`src/rtl/ballot_pkg.sv`:
```
// ballot_pkg: shared types and helpers for the ballot front-end sequencer.
//   state_e        - sequencer states
//   CAND_A..CAND_D - candidate index constants (button1..button4)
//   cand_t         - decoded button vector {single-hot flag, index}
//   onehot_to_idx  - decodes a 4-bit button vector into cand_t
package ballot_pkg;

  typedef enum logic [2:0] {
    ST_IDLE    = 3'd0,
    ST_ARMED   = 3'd1,
    ST_QUALIFY = 3'd2,
    ST_ISSUE   = 3'd3,
    ST_RELEASE = 3'd4,
    ST_CLOSED  = 3'd5
  } state_e;

  localparam logic [1:0] CAND_A = 2'd0;
  localparam logic [1:0] CAND_B = 2'd1;
  localparam logic [1:0] CAND_C = 2'd2;
  localparam logic [1:0] CAND_D = 2'd3;

  typedef struct packed {
    logic       single;
    logic [1:0] idx;
  } cand_t;

  // Index is only meaningful when single is set.
  function automatic cand_t onehot_to_idx(input logic [3:0] v);
    cand_t r;
    r.single = (v != 4'b0000) && ((v & (v - 4'd1)) == 4'b0000);
    case (v)
      4'b0010: r.idx = CAND_B;
      4'b0100: r.idx = CAND_C;
      4'b1000: r.idx = CAND_D;
      default: r.idx = CAND_A;
    endcase
    return r;
  endfunction

endpackage

```
`src/rtl/ballot_controller_press_qualifier.sv`:
```
// press_qualifier: counts consecutive edges on which the same single button
// is sampled high.
//   clk, rst   - clock, synchronous active-high reset
//   buttons    - {button4, button3, button2, button1}
//   restart    - clears the hold count this edge
//   single     - exactly one button is high now (combinational)
//   idx        - index of the button currently being held (registered)
//   qualified  - hold count reaches HOLD_CYCLES on this edge (combinational)
module press_qualifier
  import ballot_pkg::*;
#(
  parameter int unsigned HOLD_CYCLES = 10
) (
  input  logic       clk,
  input  logic       rst,
  input  logic [3:0] buttons,
  input  logic       restart,
  output logic       single,
  output logic [1:0] idx,
  output logic       qualified
);

  localparam int unsigned HW = $clog2(HOLD_CYCLES + 1);
  localparam logic [HW-1:0] HOLD_MAX = HW'(HOLD_CYCLES);

  cand_t         cand_c;
  logic [HW-1:0] cnt_q, cnt_d;
  logic [1:0]    idx_q, idx_d;

  assign cand_c    = onehot_to_idx(buttons);
  assign single    = cand_c.single;
  assign idx       = idx_q;
  assign qualified = (cnt_d == HOLD_MAX);

  // Fresh single press loads 1 and latches its index; saturate at HOLD_MAX.
  always_comb begin
    cnt_d = cnt_q;
    idx_d = idx_q;
    if (restart || !cand_c.single) begin
      cnt_d = '0;
    end else if ((cnt_q == '0) || (cand_c.idx != idx_q)) begin
      cnt_d = HW'(1);
      idx_d = cand_c.idx;
    end else if (cnt_q != HOLD_MAX) begin
      cnt_d = cnt_q + HW'(1);
    end
  end

  always_ff @(posedge clk) begin
    if (rst) begin
      cnt_q <= '0;
      idx_q <= CAND_A;
    end else begin
      cnt_q <= cnt_d;
      idx_q <= idx_d;
    end
  end

endmodule

```
`src/rtl/ballot_controller.sv`:
```
// ballot_controller: turns raw candidate buttons into one qualified vote
// pulse per armed session, times out abandoned sessions, and after close
// drives results mode and cycles the display through all candidates.
//   clk, rst            - clock, synchronous active-high reset
//   arm                 - officer arms a session (sampled in IDLE)
//   close_poll          - ends polling until reset
//   button1..button4    - candidate A..D buttons
//   vote_valid/vote_sel - one-cycle qualified vote and its candidate
//   mode                - 0 voting, 1 results
//   disp_sel            - candidate on display in results mode
//   busy                - session in progress
//   timeout             - one-cycle pulse when an armed session expires
module ballot_controller
  import ballot_pkg::*;
#(
  parameter int unsigned HOLD_CYCLES    = 10,
  parameter int unsigned TIMEOUT_CYCLES = 1000,
  parameter int unsigned DISP_CYCLES    = 50
) (
  input  logic       clk,
  input  logic       rst,
  input  logic       arm,
  input  logic       close_poll,
  input  logic       button1,
  input  logic       button2,
  input  logic       button3,
  input  logic       button4,
  output logic       vote_valid,
  output logic [1:0] vote_sel,
  output logic       mode,
  output logic [1:0] disp_sel,
  output logic       busy,
  output logic       timeout
);

  localparam int unsigned TW = $clog2(TIMEOUT_CYCLES + 1);
  localparam int unsigned DW = $clog2(DISP_CYCLES + 1);
  localparam logic [TW-1:0] TO_MAX   = TW'(TIMEOUT_CYCLES);
  localparam logic [DW-1:0] DISP_MAX = DW'(DISP_CYCLES);

  state_e        state_q, state_d;
  logic [TW-1:0] to_cnt_q, to_cnt_d;
  logic [DW-1:0] disp_cnt_q, disp_cnt_d;
  logic [1:0]    disp_sel_q, disp_sel_d;
  logic [1:0]    vote_sel_q, vote_sel_d;
  logic          vote_valid_q, vote_valid_d;
  logic          mode_q, mode_d;
  logic          busy_q, busy_d;
  logic          timeout_q, timeout_d;

  logic [3:0]    btn_c;
  logic          same_c;
  logic          restart_c;
  logic          q_single;
  logic [1:0]    q_idx;
  logic          q_qualified;

  assign btn_c  = {button4, button3, button2, button1};
  // Exactly the latched button, nothing else.
  assign same_c = (btn_c == (4'b0001 << q_idx));
  // Hold count only survives while ARMED or while QUALIFY sees the same press.
  assign restart_c = !((state_q == ST_ARMED) ||
                       ((state_q == ST_QUALIFY) && same_c));

  press_qualifier #(
    .HOLD_CYCLES(HOLD_CYCLES)
  ) u_qual (
    .clk       (clk),
    .rst       (rst),
    .buttons   (btn_c),
    .restart   (restart_c),
    .single    (q_single),
    .idx       (q_idx),
    .qualified (q_qualified)
  );

  // Next-state and registered-output logic.
  always_comb begin
    state_d      = state_q;
    to_cnt_d     = to_cnt_q;
    disp_cnt_d   = disp_cnt_q;
    disp_sel_d   = disp_sel_q;
    vote_valid_d = 1'b0;
    vote_sel_d   = CAND_A;
    mode_d       = mode_q;
    timeout_d    = 1'b0;

    if (close_poll && (state_q != ST_CLOSED)) begin
      state_d    = ST_CLOSED;
      mode_d     = 1'b1;
      disp_cnt_d = '0;
      disp_sel_d = CAND_A;
    end else begin
      unique case (state_q)
        ST_IDLE: begin
          if (arm) begin
            state_d  = ST_ARMED;
            to_cnt_d = '0;
          end
        end
        ST_ARMED: begin
          if (q_single) begin
            state_d = ST_QUALIFY;
          end else begin
            if (to_cnt_q != TO_MAX) to_cnt_d = to_cnt_q + TW'(1);
            if (to_cnt_d == TO_MAX) begin
              timeout_d = 1'b1;
              state_d   = ST_IDLE;
            end
          end
        end
        ST_QUALIFY: begin
          if (!same_c) begin
            state_d = ST_ARMED;
          end else if (q_qualified) begin
            state_d      = ST_ISSUE;
            vote_valid_d = 1'b1;
            vote_sel_d   = q_idx;
          end
        end
        ST_ISSUE: state_d = ST_RELEASE;
        ST_RELEASE: begin
          if (btn_c == 4'b0000) state_d = ST_IDLE;
        end
        ST_CLOSED: begin
          disp_cnt_d = disp_cnt_q + DW'(1);
          if (disp_cnt_d == DISP_MAX) begin
            disp_cnt_d = '0;
            disp_sel_d = disp_sel_q + 2'd1;
          end
        end
        default: state_d = ST_IDLE;
      endcase
    end

    busy_d = (state_d == ST_ARMED) || (state_d == ST_QUALIFY) ||
             (state_d == ST_ISSUE) || (state_d == ST_RELEASE);
  end

  always_ff @(posedge clk) begin
    if (rst) begin
      state_q      <= ST_IDLE;
      to_cnt_q     <= '0;
      disp_cnt_q   <= '0;
      disp_sel_q   <= CAND_A;
      vote_valid_q <= 1'b0;
      vote_sel_q   <= CAND_A;
      mode_q       <= 1'b0;
      busy_q       <= 1'b0;
      timeout_q    <= 1'b0;
    end else begin
      state_q      <= state_d;
      to_cnt_q     <= to_cnt_d;
      disp_cnt_q   <= disp_cnt_d;
      disp_sel_q   <= disp_sel_d;
      vote_valid_q <= vote_valid_d;
      vote_sel_q   <= vote_sel_d;
      mode_q       <= mode_d;
      busy_q       <= busy_d;
      timeout_q    <= timeout_d;
    end
  end

  assign vote_valid = vote_valid_q;
  assign vote_sel   = vote_sel_q;
  assign mode       = mode_q;
  assign disp_sel   = disp_sel_q;
  assign busy       = busy_q;
  assign timeout    = timeout_q;

endmodule

```
`config.mk`:
```
export PLATFORM = sky130hd
export DESIGN_NAME = ballot_controller
export DESIGN_NICKNAME = d
export VERILOG_FILES = /design/src/rtl/ballot_pkg.sv /design/src/rtl/ballot_controller_press_qualifier.sv /design/src/rtl/ballot_controller.sv
export SDC_FILE = /design/constraint.sdc
export NUM_CORES = 1
export LEC_CHECK = 0
export CAP_MARGIN = 10
export CORE_UTILIZATION = 45
export CTS_CLUSTER_SIZE = 25
export DETAILED_ROUTE_END_ITERATION = 7
export GPL_ROUTABILITY_DRIVEN = 0
export GPL_TIMING_DRIVEN = 1
export PLACE_DENSITY = 0.74
export SYNTH_ARGS = -nofsm -noshare
export SYNTH_HDL_FRONTEND = slang
export SYNTH_SLANG_ARGS = --single-unit
```
`constraint.sdc`:
```
create_clock -name clk -period 6.4 [get_ports clk]
set_input_delay 0.96 -clock clk [delete_from_list [all_inputs] [get_ports clk]]
set_output_delay 0.96 -clock clk [all_outputs]
set_load 0.02 [all_outputs]
```
; Yosys cells after proc, flatten, opt, wreduce, memory -nomap -nowiden
; Cells that the tools add are included.
[op_classes]
add_sub_neg = 5
eq_ne = 22
n_shift = 1
muxes = 22
bitwise = 7
n_reduce_logical = 24
[op_table]
columns = op, n
row1 = 2-to-1 mux 10 bit, 6
row2 = 2-to-1 mux 3 bit, 7
row3 = case mux 10 bit (2 select lines), 1
row4 = case mux 3 bit (6 select lines), 1
row5 = equality test 3 x 2 -> 1 bit (second input constant), 4
row6 = logical NOT 4 bit, 3
row7 = 2-to-1 mux 4 bit, 3
row8 = adder 10 x 1 -> 10 bit (second input constant), 1
row9 = equality test 10 bit (second input constant), 1
row10 = != test 10 bit (second input constant), 1
row11 = equality test 3 bit (second input constant), 3
row12 = equality test 4 bit (second input constant), 2
row13 = OR reduction 4 bit, 2
row14 = adder 6 x 1 -> 6 bit (second input constant), 1
row15 = equality test 3 x 1 -> 1 bit (second input constant), 2
row16 = equality test 6 bit (second input constant), 1
row17 = logical OR 1 bit, 6
row18 = 2-to-1 mux 6 bit, 1
row19 = inverter 1 bit, 6
row20 = case mux 2 bit (3 select lines), 1
row21 = OR reduction 5 bit, 1
row22 = adder 4 x 1 -> 4 bit (second input constant), 1
row23 = AND 4 bit, 1
row24 = equality test 4 x 2 -> 1 bit (second input constant), 1
row25 = 18 further kinds, 24
[totals]
regBits = 33
out_inout_bits = 8

; Longest topological paths before layout
; Gate-level depths: netlist (run 1).
[depth]
depth_word = 16
depth_mapped = 9
mapped_depth_nobuf = 9

; Modules after synthesis
; From an unflattened synthesis (run 1), not the netlist that was laid out.
[hier_totals]
cells_unflattened = 274
hier_area_um2 = 2125.8
[by_module_without_submodules]
columns = mod, n_inst, cells_per_inst, area_per_inst_um2
row1 = ballot_controller, 1, 202, 1581.5
row2 = press_qualifier, 1, 72, 544.3

; Worst setup path before layout (run 1)
; Ideal clock, no wire load.
[synth_timing]
path_kind = input -> register
from = input button4
to = register to_cnt_q[5]
setup_time_ns = 0.071
arrival_ns = 2.725
slack_ns = 3.604
path_stages = 8
path_cell_list = buf_6 > xnor2_1 > nor3_1 > or3_4 > or4_1 > buf_2 > or3_1 > a21oi_1
[synth_between]
elab_chain_len = 6
[synth_lines]
columns = element, line
row1 = from (decl), ballot_controller.sv:27  ; input logic button4,
row2 = subtractor 4 x 1 -> 4 bit, ballot_pkg.sv:30  ; r.single = (v != 4'b0000) && ((v & (v - 4'd1)) == 4'b0000);
row3 = AND 4 bit, ballot_pkg.sv:30
row4 = logical NOT 4 bit, ballot_pkg.sv:30
row5 = logical AND 1 bit (*), ballot_pkg.sv:30
row6 = != test 2 bit (no source line) (*), n/a
row7 = AND reduction 4 bit (no source line) (*), n/a
row8 = to (signal assigned), ballot_controller.sv:153  ; to_cnt_q <= to_cnt_d;
row9 = to (decl), ballot_controller.sv:42  ; logic [TW-1:0] to_cnt_q, to_cnt_d;
; Every way passes the cells marked *; elsewhere a longest branch is shown, timed or not.
; A chain may end at the register's enable or synchronous reset.

; Worst setup path after layout (run 1)
[layout_timing]
from = input button4
to = register to_cnt_q[0]
; Same word-level chain as after synthesis.

==> results.yml, run 1 <==
route:
  vias: 1695
  drtPass1Iterations: 4
  drt_wl_total_um: 3947
  wl_per_cell_um: 12.81
  vias_per_cell: 5.503
  drc: 0
  detailedRoute.firstIterationViolations: 68
  ant_nets: 0
global_route:
  grt_overflow: 0
  grt_pass1_vias: 1464
  grt_use_total: 0.1946
  antenna_found_initial: 0
  grt_pass1_wl_um: 6699
  grt_max_degree: 21
placement:
  place.detailed.hpwl_um: 2820
  io_buffers: 15
  pre_cts_ws_ns: 2.895
clocking:
  path_clk_slew_ns: 0.07
  cts_resized: 0
  cts_max_level: 2
  postCtsHoldBufs: 0
  cts_made_buffers: 5
  clk_path_buf_depth: 2
  root_buffer: "clkbuf_8"
  cts_tree: "built"
  clock_latency_ns: 0.28
  clock_sinks: 33
  cts_setup_buffers: 0
worst_setup_path:
  worstRegToRegCells: 7
  cp-start-kind: "input port"
  critical_path_class: "in -> reg"
  endpoint_kind: "register"
  cp_max_fo: 10
  crit_start: "button4"
  r2r-end: "busy"
  r2r-start: "to_cnt_q[0]"
  worstPathRequired_ns: 6.58
  crit_arrival_ns: 3.39
  crit_end: "to_cnt_q[0]"
  reg2reg_slack_ns: 3.87
power:
  power_frac_clock: 0.442
  power-per-cell-area_nw_per_um2: 204.0
  p_int_mw: 0.3534
  pwr-share-seq: 0.467
  power.switching_mw: 0.1032
  ir_drop_mv: 0.09218
  leakagePower_nw: 0.7445
  pwr-share-comb: 0.092
  swShare: 0.2261
synth:
  synth_area_leader_cell: "dfxtp_1"
  synth-async-reset-ratio: 0
  syn-num-nets: 261
  synth_cells: 246
  yosysMostFrequentCell: "dfxtp_1"
  synth.top_cells.by_count: "dfxtp_1 (33), nor2_1 (29), a21oi_1 (16)"
  synth.distinct_cells: 43
  ys_ff_latch: 33
  synth-edff-count: 0
  yosys.area.top_type_share: 0.3363
  syn_avg_cell_area_um2: 7.985
  yosysWarnings: 0
  ys_top_cells_by_area: "dfxtp_1 (34%), nor2_1 (5.5%), xnor2_1 (4.9%)"
  synth_ff_type: "dfxtp_1"
  synth.cell_area_um2: 1964
  ys_seq_area_frac: 0.3363
timing:
  fin_crit_sh: 0.5007
  fin_tns_setup_ns: 0
  fmax_ghz: 0.3120
  fin_crit_ns: 3.205
  skew_ns: 0.007079
  tightest_slew_ns: 0.7226
  slew_viol_final: 0
  hold_viol_final: 0
  setup_viol: 0
  rsz0062_at_grt: "false"
  max-slew-margin-rel: 0.5168
  layout_setup_ws_ns: 3.195
layout:
  area_delta_synth_final_pct: 13.95
  multi_input_area_um2: 1215
  ff_latch_area_um2: 660.6
  layout-drive-gt1-share: 0.06202
  n_antenna_cell: 0
  fillers: 408
  fin_nets: 272
floorplanning:
  rows: 23
  boundaryPins: 16
  die_h_um: 68.07
  start_util: 0.4807
  die_w_um: 68.07
  core_um2: 4086
  die-area_um2: 4634
job:
  drv_cap: 0
run_status:
  status: "finished, final reports clean"
min_path:
  hp-class: "reg -> reg"
-- cells in the final DEF (no fill, tap or decap), types with 4 or more instances in the layout --
master            n
xnor2_1          11
nor2_1           29
clkdlybuf4s50_1  15
nor2b_1           6
dfxtp_1          33
inv_1             9
clkbuf_8          6
a21oi_1          16
xor2_1            8
ha_1              7
nand3b_1          5
o21ai_0           9
or3_1             6
nand4_1           7
nor3_1            8
a211oi_1          6
nor3b_1           7
mux2i_1           4
nand2_1          15
or2_2             6
nand3_1          11
nor4b_1           4
-- state kept, by name, summed over array words and instances (netlist names) --
| name | flops |
|---|---|
| busy | 1 |
| state_q | 3 |
| timeout | 1 |
| disp_sel | 2 |
| disp_cnt_q | 6 |
| vote_valid | 1 |
| vote_sel | 2 |
| to_cnt_q | 10 |
| mode | 1 |
| u_qual.idx | 2 |
| u_qual.cnt_q | 4 |
-- worst min-delay path by stage --
stage                              from       endpoint  depth (start not counted)
after floorplan             to_cnt_q[7]    to_cnt_q[7]                          1
after global placement             mode           mode                          2
after detailed placement           mode           mode                          2
after CTS                          mode           mode                          2
after global routing               mode           mode                          2
final                     disp_cnt_q[5]  disp_cnt_q[5]                          2
-- cells by family after synthesis --
kind of cell / synth area share
AND/OR/NAND/NOR: 0.3363
adder cells (fa/ha/maj): 0.04458
XOR/XNOR: 0.08471
AO/OA/AOI/OAI: 0.1325
buffers and inverters: 0.04522
flip-flops: 0.3363
multiplexers: 0.02038
-- power by group through the flow --
stage	clock network, mW	logic (mW)	registers (mW)
finish	0.202	0.0419	0.213
floorplan	0	0.0280	0.218
global route	0.212	0.0463	0.214
global placement	0	0.0408	0.218
detailed placement	0	0.0414	0.218
CTS	0.206	0.0416	0.213
-- critical path: stages --
cell             delay [ns]
clkdlybuf4s50_1        0.62
xnor2_1                0.15
nor3_1                 0.09
or3_4                  0.42
or4_1                  0.65
nor2_1                 0.20
nor2_1                 0.06
a211oi_1               0.22
-- layout make-up --
type                       count  share of cell area
inverter                       9             0.01509
multi-input combinational    193              0.5428
clock buffer                   7             0.03857
tap                           50             0.02795
timing repair buffer          15             0.06708
clock inverter                 1             0.01342
sequential                    33              0.2951
-- layer usage --
layer / GRT usage / wire [µm] / vias to the layer above
met5: 0 / 0 / -
met4: 0.07813 / 60 / 0
met3: 0.05333 / 164 / 5
met2: 0.2904 / 1726 / 34
met1: 0.2624 / 1996 / 765
li1: - / - / 891
-- stage by stage --
stage / instance area [µm²] / hold slack (ns) / cells / util / power, mW
floorplan: 1964 / 0.4542 / 246 / - / 0.2456
global placement: 2122 / 0.4671 / 300 / 0.5193 / 0.2584
global route: 2238 / 0.5258 / 308 / 0.5478 / 0.4722
detailed placement: 2122 / 0.4763 / 300 / 0.5193 / 0.2590
CTS: 2238 / 0.4955 / 308 / 0.5478 / 0.4607
finish: 2238 / 0.5076 / 308 / 0.5478 / 0.4567
No activity file was read; power rests on OpenSTA's default activity.
==> run 2: changes to the inputs <==
==> constraint.sdc (replaced) <==
create_clock -name clk -period 3.2 [get_ports clk]
set_input_delay 0.48 -clock clk [delete_from_list [all_inputs] [get_ports clk]]
set_output_delay 0.48 -clock clk [all_outputs]
set_load 0.02 [all_outputs]
==> run 2 against run 1 <==
Net effect:
- die area stayed put
- clock skew decreased by 0.00096 ns
- largest power group unchanged
- global-route usage down 0.69 points
==> results.yml, run 2 (same netlist as run 1, synthesis figures left out) <==
floorplanning:
  die-area_um2: 4634
  die_h_um: 68.07
  die_w_um: 68.07
  rows: 23
  boundaryPins: 16
  start_util: 0.4807
  core_um2: 4086
layout:
  top_register: "to_cnt_q"
  fin_util: 0.5533
  fin_nets: 275
  largest_register_ffs: 10
  final_common_cell: "dfxtp_1"
  fillers: 409
  area_delta_synth_final_pct: 15.10
  layout-drive-gt1-share: 0.07280
  top_regs: "to_cnt_q (10), disp_cnt_q (6), u_qual.cnt_q (4)"
  n_antenna_cell: 0
  final_cell_mix: "dfxtp_1 (33), nor2_1 (29), a21oi_1 (16)"
  multi_input_area_um2: 1215
  ff_latch_area_um2: 660.6
timing:
  setup_viol: 0
  worst_hold_slack_ns: 0.4765
  tightest_slew_ns: 0.6038
  skew_ns: 0.006115
  fin_crit_sh: 0.8526
  rsz0062_at_grt: "false"
  fin_crit_ns: 2.728
  max-slew-margin-rel: 0.5937
  hold_viol_final: 0
  fmax_ghz: 0.3665
  fin_tns_setup_ns: 0
  slew_viol_final: 0
route:
  detailedRoute.firstIterationViolations: 94
  ant_nets: 0
  vias_per_cell: 5.547
  drc: 0
  drtPass1Iterations: 4
  vias: 1725
  drt_wl_total_um: 4094
  wl_per_cell_um: 13.16
global_route:
  grt_pass1_wl_um: 6389
  grt_pass1_vias: 1451
  antenna_found_initial: 0
  grt_use_total: 0.1877
  grt_max_degree: 21
  grt_overflow: 0
clocking:
  cts_resized: 0
  clock_latency_ns: 0.29
  postCtsHoldBufs: 0
  clock_sinks: 33
  cts_setup_buffers: 0
  cts_max_level: 2
  root_buffer: "clkbuf_8"
  path_clk_slew_ns: 0.07
  cts_made_buffers: 5
  clk_path_buf_depth: 2
  cts_tree: "built"
power:
  power-per-cell-area_nw_per_um2: 408.2
  power.total_mw: 0.9229
  leakagePower_nw: 0.7592
  ir_drop_mv: 0.2068
worst_setup_path:
  endpoint_kind: "register"
  r2r-end: "busy"
  r2r-start: "to_cnt_q[0]"
  reg2reg_slack_ns: 0.71
  critical_path_class: "in -> reg"
  worstPathRequired_ns: 3.43
  worstRegToRegCells: 7
  crit_arrival_ns: 2.95
  cp-start-kind: "input port"
  cp_max_fo: 10
placement:
  io_buffers: 15
  place.detailed.hpwl_um: 2900
run_status:
  status: "finished, final reports clean"
min_path:
  hp-start: "mode"
  hold_end: "mode"
  hp-class: "reg -> reg"
  min_path_cells: 2
job:
  drv_cap: 0
-- run 2: cell count changes in the layout (fill, tap and decap cells not counted), sizes merged --
cell,delta
buf,+3
-- run 2: final cells by class --
class	instances	share of cell area
multi-input combinational	193	0.5374
clock buffer	7	0.03818
timing repair buffer	18	0.07637
inverter	9	0.01494
clock inverter	1	0.01328
tap	50	0.02767
sequential	33	0.2922
-- run 2: worst max-delay path: stages --
cell	delay [ns]
clkdlybuf4s50_1	0.62
xnor2_1	0.16
nor3_1	0.10
or3_4	0.42
or4_1	0.66
or3_1	0.37
a21oi_1	0.14
-- run 2: worst max path at each step --
stage | start | endpoint | slack [ns] | cells past startpoint
finish | button4 | to_cnt_q[4] | 0.47 | 7
global route | button4 | to_cnt_q[3] | 0.33 | 8
CTS | button4 | to_cnt_q[4] | 0.47 | 7
detailed placement | button4 | to_cnt_q[4] | 0.17 | 7
global placement | button4 | to_cnt_q[5] | 0.24 | 7
floorplan | button4 | to_cnt_q[5] | 0.88 | 8
-- run 2: stage by stage --
step	worst slack [ns]	area, µm²	std cells
after floorplan	0.8845	1964	246
after global placement	0.2410	2145	303
after detailed placement	0.1730	2145	303
after CTS	0.4687	2261	311
after global routing	0.3336	2261	311
final	0.4717	2261	311
-- run 2: routing by layer --
layer | GRT usage | wire, µm | up-vias
met3 | 0.05000 | 169 | 6
met5 | 0 | 0 | -
met4 | 0.07813 | 63 | 0
li1 | - | - | 895
met1 | 0.2311 | 1994 | 791
met2 | 0.3064 | 1867 | 33
-- run 2: report_power, final --
group	switching [mW]	internal, mW
registers	0.00896	0.417
clock network	0.156	0.254
logic	0.0488	0.0383
